`src/rtl/serial_adder_pkg.sv`:
```
// ============================================================================
// Module  : serial_adder_pkg
// Brief   : Shared types and constants for the bit-serial adder.
// Rev     : 1.0
// ============================================================================
`default_nettype none

package serial_adder_pkg;

    localparam int WIDTH_DEFAULT = 8;

    typedef enum logic [1:0] {
        IDLE = 2'd0,
        RUN  = 2'd1,
        DONE = 2'd2
    } state_t;

    // Bit-counter width: must hold WIDTH-1.
    function automatic int cnt_w(input int w);
        return (w < 2) ? 1 : $clog2(w);
    endfunction

endpackage

`default_nettype wire

```
`src/rtl/serial_adder_fa.sv`:
```
// ============================================================================
// Module  : fa
// Brief   : One-bit full-adder cell.
// Rev     : 1.0
// ============================================================================
`default_nettype none

module fa (
    input  logic a,
    input  logic b,
    input  logic c,
    output logic s,
    output logic cout
);

    assign s    = a ^ b ^ c;
    assign cout = (a & b) | (c & (a ^ b));

endmodule

`default_nettype wire

```
`src/rtl/serial_adder.sv`:
```
// ============================================================================
// Module  : serial_adder
// Brief   : Bit-serial WIDTH-bit adder, one bit pair per clock, LSB first.
//           Define SERIAL_ADDER_OVF_EN to add the signed-overflow output ovf_o.
// Rev     : 1.0
// ============================================================================
`default_nettype none

module serial_adder
    import serial_adder_pkg::*;
#(
    parameter int WIDTH = WIDTH_DEFAULT
) (
    input  logic             clk,
    input  logic             rst,
    input  logic             start_i,
    input  logic [WIDTH-1:0] a_i,
    input  logic [WIDTH-1:0] b_i,
    input  logic             cin_i,
    output logic             busy_o,
    output logic             done_o,
    output logic [WIDTH-1:0] sum_o,
`ifdef SERIAL_ADDER_OVF_EN
    output logic             ovf_o,
`endif
    output logic             cout_o
);

    localparam int CNT_W = cnt_w(WIDTH);

    state_t             state_q, state_d;
    logic [WIDTH-1:0]   a_sh_q, a_sh_d;
    logic [WIDTH-1:0]   b_sh_q, b_sh_d;
    logic [WIDTH-1:0]   sum_q, sum_d;
    logic [CNT_W-1:0]   cnt_q, cnt_d;
    logic               carry_q, carry_d;
    logic               cout_q, cout_d;
    logic               w_fa_s;
    logic               w_fa_cout;
    logic               w_last;

    fa u_fa (
        .a    (a_sh_q[0]),
        .b    (b_sh_q[0]),
        .c    (carry_q),
        .s    (w_fa_s),
        .cout (w_fa_cout)
    );

    assign w_last = (cnt_q == CNT_W'(WIDTH - 1));

    always_ff @(posedge clk) begin
        if (rst) begin
            state_q <= IDLE;
        end else begin
            state_q <= state_d;
        end
    end

    always_comb begin
        state_d = state_q;
        case (state_q)
            IDLE:    if (start_i) state_d = RUN;
            RUN:     if (w_last)  state_d = DONE;
            DONE:    state_d = IDLE;
            default: state_d = IDLE;
        endcase
    end

    always_comb begin
        busy_o = (state_q == RUN);
        done_o = (state_q == DONE);
    end

    always_comb begin
        a_sh_d  = a_sh_q;
        b_sh_d  = b_sh_q;
        sum_d   = sum_q;
        cnt_d   = cnt_q;
        carry_d = carry_q;
        cout_d  = cout_q;
        if (state_q == IDLE && start_i) begin
            a_sh_d  = a_i;
            b_sh_d  = b_i;
            sum_d   = '0;
            cnt_d   = '0;
            carry_d = cin_i;
        end else if (state_q == RUN) begin
            // Sum bits enter at the MSB so the LSB lands in bit 0 after WIDTH shifts.
            sum_d   = {w_fa_s, sum_q[WIDTH-1:1]};
            a_sh_d  = {1'b0, a_sh_q[WIDTH-1:1]};
            b_sh_d  = {1'b0, b_sh_q[WIDTH-1:1]};
            carry_d = w_fa_cout;
            cnt_d   = cnt_q + CNT_W'(1);
            if (w_last) begin
                cout_d = w_fa_cout;
            end
        end
    end

    always_ff @(posedge clk) begin
        if (rst) begin
            a_sh_q  <= '0;
            b_sh_q  <= '0;
            sum_q   <= '0;
            cnt_q   <= '0;
            carry_q <= 1'b0;
            cout_q  <= 1'b0;
        end else begin
            a_sh_q  <= a_sh_d;
            b_sh_q  <= b_sh_d;
            sum_q   <= sum_d;
            cnt_q   <= cnt_d;
            carry_q <= carry_d;
            cout_q  <= cout_d;
        end
    end

    assign sum_o  = sum_q;
    assign cout_o = cout_q;

`ifdef SERIAL_ADDER_OVF_EN
    logic ovf_q, ovf_d;

    // On the last bit, carry_q is the carry into the MSB.
    always_comb begin
        ovf_d = ovf_q;
        if (state_q == IDLE && start_i) begin
            ovf_d = 1'b0;
        end else if (state_q == RUN && w_last) begin
            ovf_d = carry_q ^ w_fa_cout;
        end
    end

    always_ff @(posedge clk) begin
        if (rst) begin
            ovf_q <= 1'b0;
        end else begin
            ovf_q <= ovf_d;
        end
    end

    assign ovf_o = ovf_q;
`endif

endmodule

`default_nettype wire

```
`config.mk`:
```
export PLATFORM = sky130hd
export DESIGN_NAME = serial_adder
export DESIGN_NICKNAME = d
export VERILOG_FILES = /design/src/rtl/serial_adder_pkg.sv /design/src/rtl/serial_adder_fa.sv /design/src/rtl/serial_adder.sv
export SDC_FILE = /design/constraint.sdc
export NUM_CORES = 1
export LEC_CHECK = 0
export CORE_ASPECT_RATIO = 1.2
export CORE_UTILIZATION = 30
export DETAILED_ROUTE_END_ITERATION = 8
export MAX_ROUTING_LAYER = met4
export PLACE_DENSITY = 0.55
export SKIP_CTS_REPAIR_TIMING = 1
export SLEW_MARGIN = 10
export SYNTH_ARGS = -nofsm -noshare
export SYNTH_HDL_FRONTEND = slang
export SYNTH_HIERARCHICAL = 1
export SYNTH_SLANG_ARGS = --single-unit
```
`constraint.sdc`:
```
create_clock -name clk -period 1.6 [get_ports clk]
set_input_delay 0.24 -clock clk [delete_from_list [all_inputs] [get_ports clk]]
set_output_delay 0.24 -clock clk [all_outputs]
set_load 0.02 [all_outputs]
```
==> metrics.md, run 1 <==
| Metric | Value |
|---|---|
| Die width | `63.33 um` |
| Synth Area in Adders | `approximately 3.3%` |
| Top Usage Layer GRT | `met2` |
| # DRC | `0` |
| Worst hold-check path type | `flop to flop` |
| Crit path max fanout | `3` |
| Clk slew on worst S/H paths | `approximately 0.070 ns` |
| Total Routing Usage GR | `between 10 and 15%` |
| Worst clock skew | `a little under 0.009 ns` |
| Post-layout min period | `roughly 1.5 ns` |
| Htree depth | `2` |
| Share of layout cells above drive strength 1 | `13.27%` |
| Synth Area in XOR/XNOR | `less than 1%` |
| Via-to-Cell Ratio | `roughly 4.7` |
| Cell taking the most area after synthesis | `dfxtp_1` |
| Port-buffer cells | `30` |
| Period utilisation layout | `~93%` |
| Final hold slack | `0.4588 ns` |
| Yosys warns | `6` |
| R2R cell count | `5` |
| Worst EP arrival | `between 1 and 1.5 ns` |
| Startpoint Class | `flop` |
| Hold depth | `2` |
| DIE HEIGHT | `between 70 and 80 um` |
| Post-synth top flop | `dfxtp_1` |
| RSZ-0062 raised after global routing | `false` |
| Area contributors post-synth | `dfxtp_1, a21oi_1, nand2_1` |
| Async SR Flop Fraction | `0%` |
| Final Hold Violating Endpoints | `0` |
| Post-DP HPWL | `2.046 mm` |
| Final Cell Area | `between 1500 and 2000 um^2` |
| Initial antenna violation count | `0` |
| PD cells | `1023 nW/um^2` |
| Maximum clock frequency | `around 670 MHz` |
| Maxcap violations | `0` |
| First-pass GRT wire length | `5.188 mm` |
| Clk sinks | `31` |
| Crit-path slowest cell | `clkdlybuf4s50_1` |
| Setup TNS | `0 ns` |
| Largest net degree at the start of global routing | `26` |
| Synth Register Bits | `31` |
| Placed instance area | `around 1700 um^2` |
| R2R Path Start | `state_q[0]` |
| Mux cell area share after synthesis | `0.7394%` |
| # IOs | `31` |
| Routed WL | `roughly 2.8 mm` |
| Count of cell types in the netlist | `26` |
| Mapped cell area | `1354 um^2` |
| Std-Cell Rows | `26` |
| Worst Path Class, Setup | `flop to output pin` |
| Max incr delay on CP | `between 0.6 and 0.7 ns` |
| Met3 Usage GRT | `3.443%` |
| CTS buffer count | `5` |
| Status | `completed` |
| Hold Path End | `a_sh_q[1]` |
| WL/cell | `~11 um` |
| Clk_lat worst skew | `0.28 ns` |
| RR Endpoint | `b_sh_q[6]` |
| Synth Net Count | `about 180` |
| Worst EP required | `approximately 1.4 ns` |
| Core region area | `4294 um^2` |
| Fin. max-slew vios | `0` |
| Dpl cells | `244` |
| Final setup margin | `~0.11 ns` |
| Hold path start | `a_sh_q[2]` |
| CTS tree | `done` |
| Worst ir drop on vdd | `roughly 450 uV` |
| Initial DRC Count | `34` |
| Die ar. | `4787 um^2` |
| Vias | `1177` |
| Number of antenna repair diodes | `0` |
| Sequential area share after synthesis | `a little under half` |
| Starting Density | `between 30% and 40%` |
| GR Util met2 | `roughly 27%` |
| Slew headroom | `82.68%` |
| Post-synth top area share | `a little under half` |
| Count leader, synth | `nand2_1` |
| Crit. End Element | `output pin` |
| Minimum setup slack among reg-to-reg paths | `~0.24 ns` |
| CP Cell Sequence | `clkdlybuf4s50_1` |
| GP Congestion | `roughly 0.77` |
| Avg Cell Area, Syn | `approximately 8.5 um^2` |
| Simple-Gate Fraction of Synth Area | `approximately a quarter` |
| CTS Root Cell | `clkbuf_8` |
| Layout area overhead | `37.15%` |
| Filler Cell Count | `around 440` |
| Leakage | `0.7158 nW` |
| Synth Area in Compound Gates | `around 18%` |
| Top cells by count, synth | `nand2_1, dfxtp_1, a21oi_1` |
| Vias in the first global route | `roughly 1200` |
| Finished Layout Cells | `252` |
| Buffers & Inverters on Critical Path | `1` |
| Global route overflow | `0` |
| Setup violators final | `0` |
| Worst-Margin Slew | `roughly 0.26 ns` |
| CP top delay family | `buffers and inverters` |
| Pre-CTS setup slack | `-0.08215 ns` |
| Main combinational cell family by area after synthesis | `simple AND/OR/NAND/NOR gates` |
| Layout net count | `between 200 and 250` |
| EDFF count, synth | `0` |
| DRT antenna net count | `0` |
| DR pass1 iterations | `4` |
| Synth Instances | `160` |
| CTS max path bufs | `2` |
| Met1 Use GR | `between 10% and 20%` |
-- kinds of logic (layout without fill, tap and decap cells) --
| group | count (synthesis) | in the layout |
|---|---|---|
| XOR/XNOR | 1 | 1 |
| AND/OR/NAND/NOR | 70 | 70 |
| multiplexers | 1 | 1 |
| AO/OA/AOI/OAI | 41 | 41 |
| adder cells (fa/ha/maj) | 3 | 3 |
| buffers and inverters | 13 | 49 |
| flip-flops | 31 | 31 |
-- cells in the final DEF (no fill, tap or decap), drive strengths merged --
| cell type | Yosys | routed |
|---|---|---|
| o21ba | 1 | 1 |
| nand3 | 2 | 2 |
| mux2i | 1 | 1 |
| clkdlybuf4s50 | 0 | 28 |
| clkinv | 0 | 1 |
| o21a | 1 | 1 |
| ha | 2 | 2 |
| nand2b | 5 | 5 |
| nand2 | 34 | 34 |
| nand3b | 1 | 1 |
| nor2b | 1 | 1 |
| nor2 | 19 | 19 |
| or3b | 4 | 4 |
| nor3 | 3 | 3 |
| buf | 10 | 10 |
| a211oi | 12 | 12 |
| bufinv | 0 | 1 |
| clkbuf | 2 | 6 |
| xnor2 | 1 | 1 |
| inv | 1 | 1 |
| dlymetal6s2s | 0 | 2 |
| dfxtp | 31 | 31 |
| fa | 1 | 1 |
| nor3b | 1 | 1 |
| a21oi | 27 | 27 |
-- where the power goes --
group          switching [mW]  internal, mW  total (mW)
combinational           0.130         0.139       0.269
clock                   0.285         0.503       0.788
sequential             0.0245         0.817       0.841
total                   0.440          1.46        1.90
-- layer usage --
layer | vias up | part of all wire [%]
li1 | 607 | -
met2 | 32 | 50
met3 | 7 | 4.8
met4 | 0 | 1.8
met5 | - | 0
met1 | 531 | 43
-- flip-flops by register name, summed over array words and instances, names as in the netlist --
name / cells
carry_q: 1
cout_o: 1
cnt_q: 3
sum_o: 8
state_q: 2
a_sh_q: 8
b_sh_q: 8
-- stage by stage --
| step | total power [mW] | utilization (%) |
|---|---|---|
| 2_1_floorplan | 1.030 | - |
| 3_3_place_gp | 1.124 | 40.38 |
| 3_5_place_dp | 1.131 | 40.38 |
| 4_1_cts | 1.929 | 43.12 |
| 5_1_grt | 1.993 | 43.24 |
| 6_report | 1.899 | 43.24 |
-- how the worst max path moves through the flow --
stage	start	end	slack [ns]	cells past startpoint
after floorplan	state_q[1]	b_sh_q[6]	0.31	5
after global placement	start_i	b_sh_q[6]	-0.07	5
after detailed placement	start_i	b_sh_q[2]	-0.08	5
after CTS	state_q[1]	busy_o	-0.1	3
after global routing	sum_o[5]	sum_o[5]	0.05	1
final	sum_o[1]	sum_o[1]	0.11	1
-- area by class of cell --
class | count | area, um^2 | area share, %
clock buffer | 6 | 82.58 | 4.447
clock inverter | 2 | 35.03 | 1.887
inverter | 1 | 6.256 | 0.3369
multi-input combinational | 116 | 636.9 | 34.30
sequential | 31 | 620.6 | 33.42
tap | 56 | 70.07 | 3.774
timing repair buffer | 40 | 405.4 | 21.83
Note: power is estimated with default switching activity, not from simulation.
==> run 2: changes to the inputs <==
PLACE_DENSITY = 0.56   (was 0.55)
SYNTH_HIERARCHICAL = not set   (was 1)
==> metrics.md, run 2 <==
| Metric | Value |
|---|---|
| Status | `completed` |
| Top cells by count, synth | `nand2_1, dfxtp_1, a21oi_1` |
| Crit. End Element | `output pin` |
| Cell taking the most area after synthesis | `dfxtp_1` |
| PD cells | `~970 nW/um^2` |
| Sequential area share after synthesis | `a little under half` |
| Switching share of power | `24.43%` |
| Count leader, synth | `nand2_1` |
| Share of layout cells above drive strength 1 | `12.63%` |
| Worst hold-check path type | `flop to flop` |
| Global route overflow | `0` |
| Cell Int Power | `roughly 1.3 mW` |
| Clk_lat worst skew | `~0.28 ns` |
| Area contributors post-synth | `dfxtp_1, nand2_1, a21oi_1` |
| Clk slew on worst S/H paths | `around 0.060 ns` |
| Synth Net Count | `around 180` |
| Routed WL | `about 2.9 mm` |
| GR Util met2 | `between 20% and 30%` |
| # IOs | `31` |
| Starting Density | `roughly 31%` |
| Layout area overhead | `38.22%` |
| Worst EP required | `1.36 ns` |
| CTS Root Cell | `clkbuf_8` |
| DRT antenna net count | `0` |
| First-pass GRT wire length | `4.864 mm` |
| CP top delay family | `buffers and inverters` |
| Slew headroom | `a little over 80%` |
| Crit-path slowest cell | `clkdlybuf4s50_1` |
| CTS tree | `done` |
| Minimum setup slack among reg-to-reg paths | `0.22 ns` |
| Leakage | `around 0.70 nW` |
| Gate power share | `14.7%` |
| GP Congestion | `0.7548` |
| Worst-Margin Slew | `approximately 0.27 ns` |
| Dpl cells | `around 250` |
| Vias in the first global route | `between 1000 and 1500` |
| Clk pwr share | `a little under two fifths` |
| CTS buffer count | `5` |
| Synth Register Bits | `31` |
| Setup violators final | `0` |
| Hold path start | `sum_o[0]` |
| Period utilisation layout | `92.24%` |
| Finished Layout Cells | `~250` |
| Worst ir drop on vdd | `494.0 uV` |
| Async SR Flop Fraction | `0%` |
| Met1 Use GR | `around 17%` |
| Worst Path Class, Setup | `flop to output pin` |
| Sequential group share of total power | `between 40 and 50%` |
| Std-Cell Rows | `26` |
| Total Routing Usage GR | `between 10% and 20%` |
| Mapped cell area | `1323 um^2` |
| Placed instance area | `~1700 um^2` |
| Final setup margin | `about 0.12 ns` |
| Buffers & Inverters on Critical Path | `1` |
| EDFF count, synth | `0` |
| RSZ-0062 raised after global routing | `false` |
| Met3 Usage GRT | `3.182%` |
| Post-layout min period | `about 1.5 ns` |
| Initial antenna violation count | `0` |
| Top Usage Layer GRT | `met2` |
| Leading cell type in the layout, fill and taps excluded | `nand2_1` |
| WL/cell | `11.23 um` |
| Worst EP arrival | `1.24 ns` |
| Maximum clock frequency | `677.6 MHz` |
| Layout net count | `between 200 and 250` |
| Hold depth | `2` |
| CP Cell Sequence | `clkdlybuf4s50_1` |
| Pre-CTS setup slack | `-0.03845 ns` |
| Number of antenna repair diodes | `0` |
| DR pass1 iterations | `6` |
| Startpoint Class | `flop` |
| CTS max path bufs | `2` |
| Hold Path End | `sum_o[0]` |
| Htree depth | `2` |
| Max incr delay on CP | `between 0.6 and 0.7 ns` |
| # DRC | `0` |
| Post-synth top flop | `dfxtp_1` |
| Die ar. | `~4700 um^2` |
| Via-to-Cell Ratio | `~4.7` |
| Maxcap violations | `0` |
| Worst clock skew | `roughly 0.0025 ns` |
| Final Hold Violating Endpoints | `0` |
| Setup TNS | `0 ns` |
| Most frequent cells in the layout | `nand2_1, dfxtp_1, clkdlybuf4s50_1` |
| Initial DRC Count | `58` |
| Final Cell Area | `about 1800 um^2` |
| Largest net degree at the start of global routing | `25` |
| Crit path max fanout | `3` |
| Fin. max-slew vios | `0` |
| Clk sinks | `31` |
| Count of cell types in the netlist | `24` |
| Vias | `roughly 1200` |
| Yosys warns | `0` |
| DIE HEIGHT | `approximately 75 um` |
| Avg Cell Area, Syn | `~8.3 um^2` |
| Sw Pwr | `around 0.43 mW` |
| RR Endpoint | `a_sh_q[2]` |
| Synth Instances | `roughly 160` |
| Post-DP HPWL | `about 2.0 mm` |
| R2R Path Start | `state_q[1]` |
| Die width | `~63 um` |
| Core region area | `about 4200 um^2` |
| Post-synth top area share | `a little under half` |
| R2R cell count | `5` |
| Port-buffer cells | `30` |
## run 2: cell types whose count changed in the layout (fill, tap and decap cells not counted), moves of 3 or more
cell / delta
nor2_1: +3
buf_4: +4
or3b_2: -3
nor3_1: -3
a211oi_1: +3
a21oi_1: -4
## run 2: worst max-delay path by stage
stage,slack [ns],cells after the start,endpoint,startpoint
floorplan,0.32,6,b_sh_q[2],state_q[0]
global placement,0.008,5,a_sh_q[2],start_i
detailed placement,-0.04,5,a_sh_q[2],start_i
CTS,-0.21,3,busy_o,state_q[0]
global route,0.06,1,sum_o[1],sum_o[1]
finish,0.12,1,sum_o[1],sum_o[1]
## run 2: final cells by class
class / count / area (um^2)
clock buffer: 8 / 100.1
fill: 444 / 2401
inverter: 3 / 11.26
multi-input combinational: 113 / 609.3
sequential: 31 / 621.8
tap: 56 / 70.07
timing repair buffer: 43 / 415.4
## run 2: stage by stage
stage | hold WS, ns | utilization (%) | power (mW)
2_1_floorplan | 0.3760 | - | 1.020
3_3_place_gp | 0.4390 | 40.71 | 1.121
3_5_place_dp | 0.4446 | 40.71 | 1.124
4_1_cts | 0.4533 | 43.08 | 1.798
5_1_grt | 0.4720 | 43.22 | 1.872
6_report | 0.4526 | 43.22 | 1.779
## run 2: layer usage
layer  wire (um)  part of all wire [%]  vias up
met5           0                     0        -
met4          40                   1.4        0
li1            -                     -      612
met1        1348                    47      547
met3         119                   4.2        5
met2        1342                    47       30
## run 2: kinds of logic after synthesis
logic type	share of synthesized area [%]
buffers and inverters	7.000
XOR/XNOR	0.6624
AO/OA/AOI/OAI	21.38
flip-flops	46.93
AND/OR/NAND/NOR	20.63
adder cells (fa/ha/maj)	3.406
## run 2: power by group through the flow
stage	logic, mW	clock network (mW)	registers, mW
2_1_floorplan	0.165	0	0.855
3_3_place_gp	0.259	0	0.862
3_5_place_dp	0.262	0	0.863
4_1_cts	0.264	0.689	0.846
5_1_grt	0.287	0.733	0.852
6_report	0.261	0.671	0.846
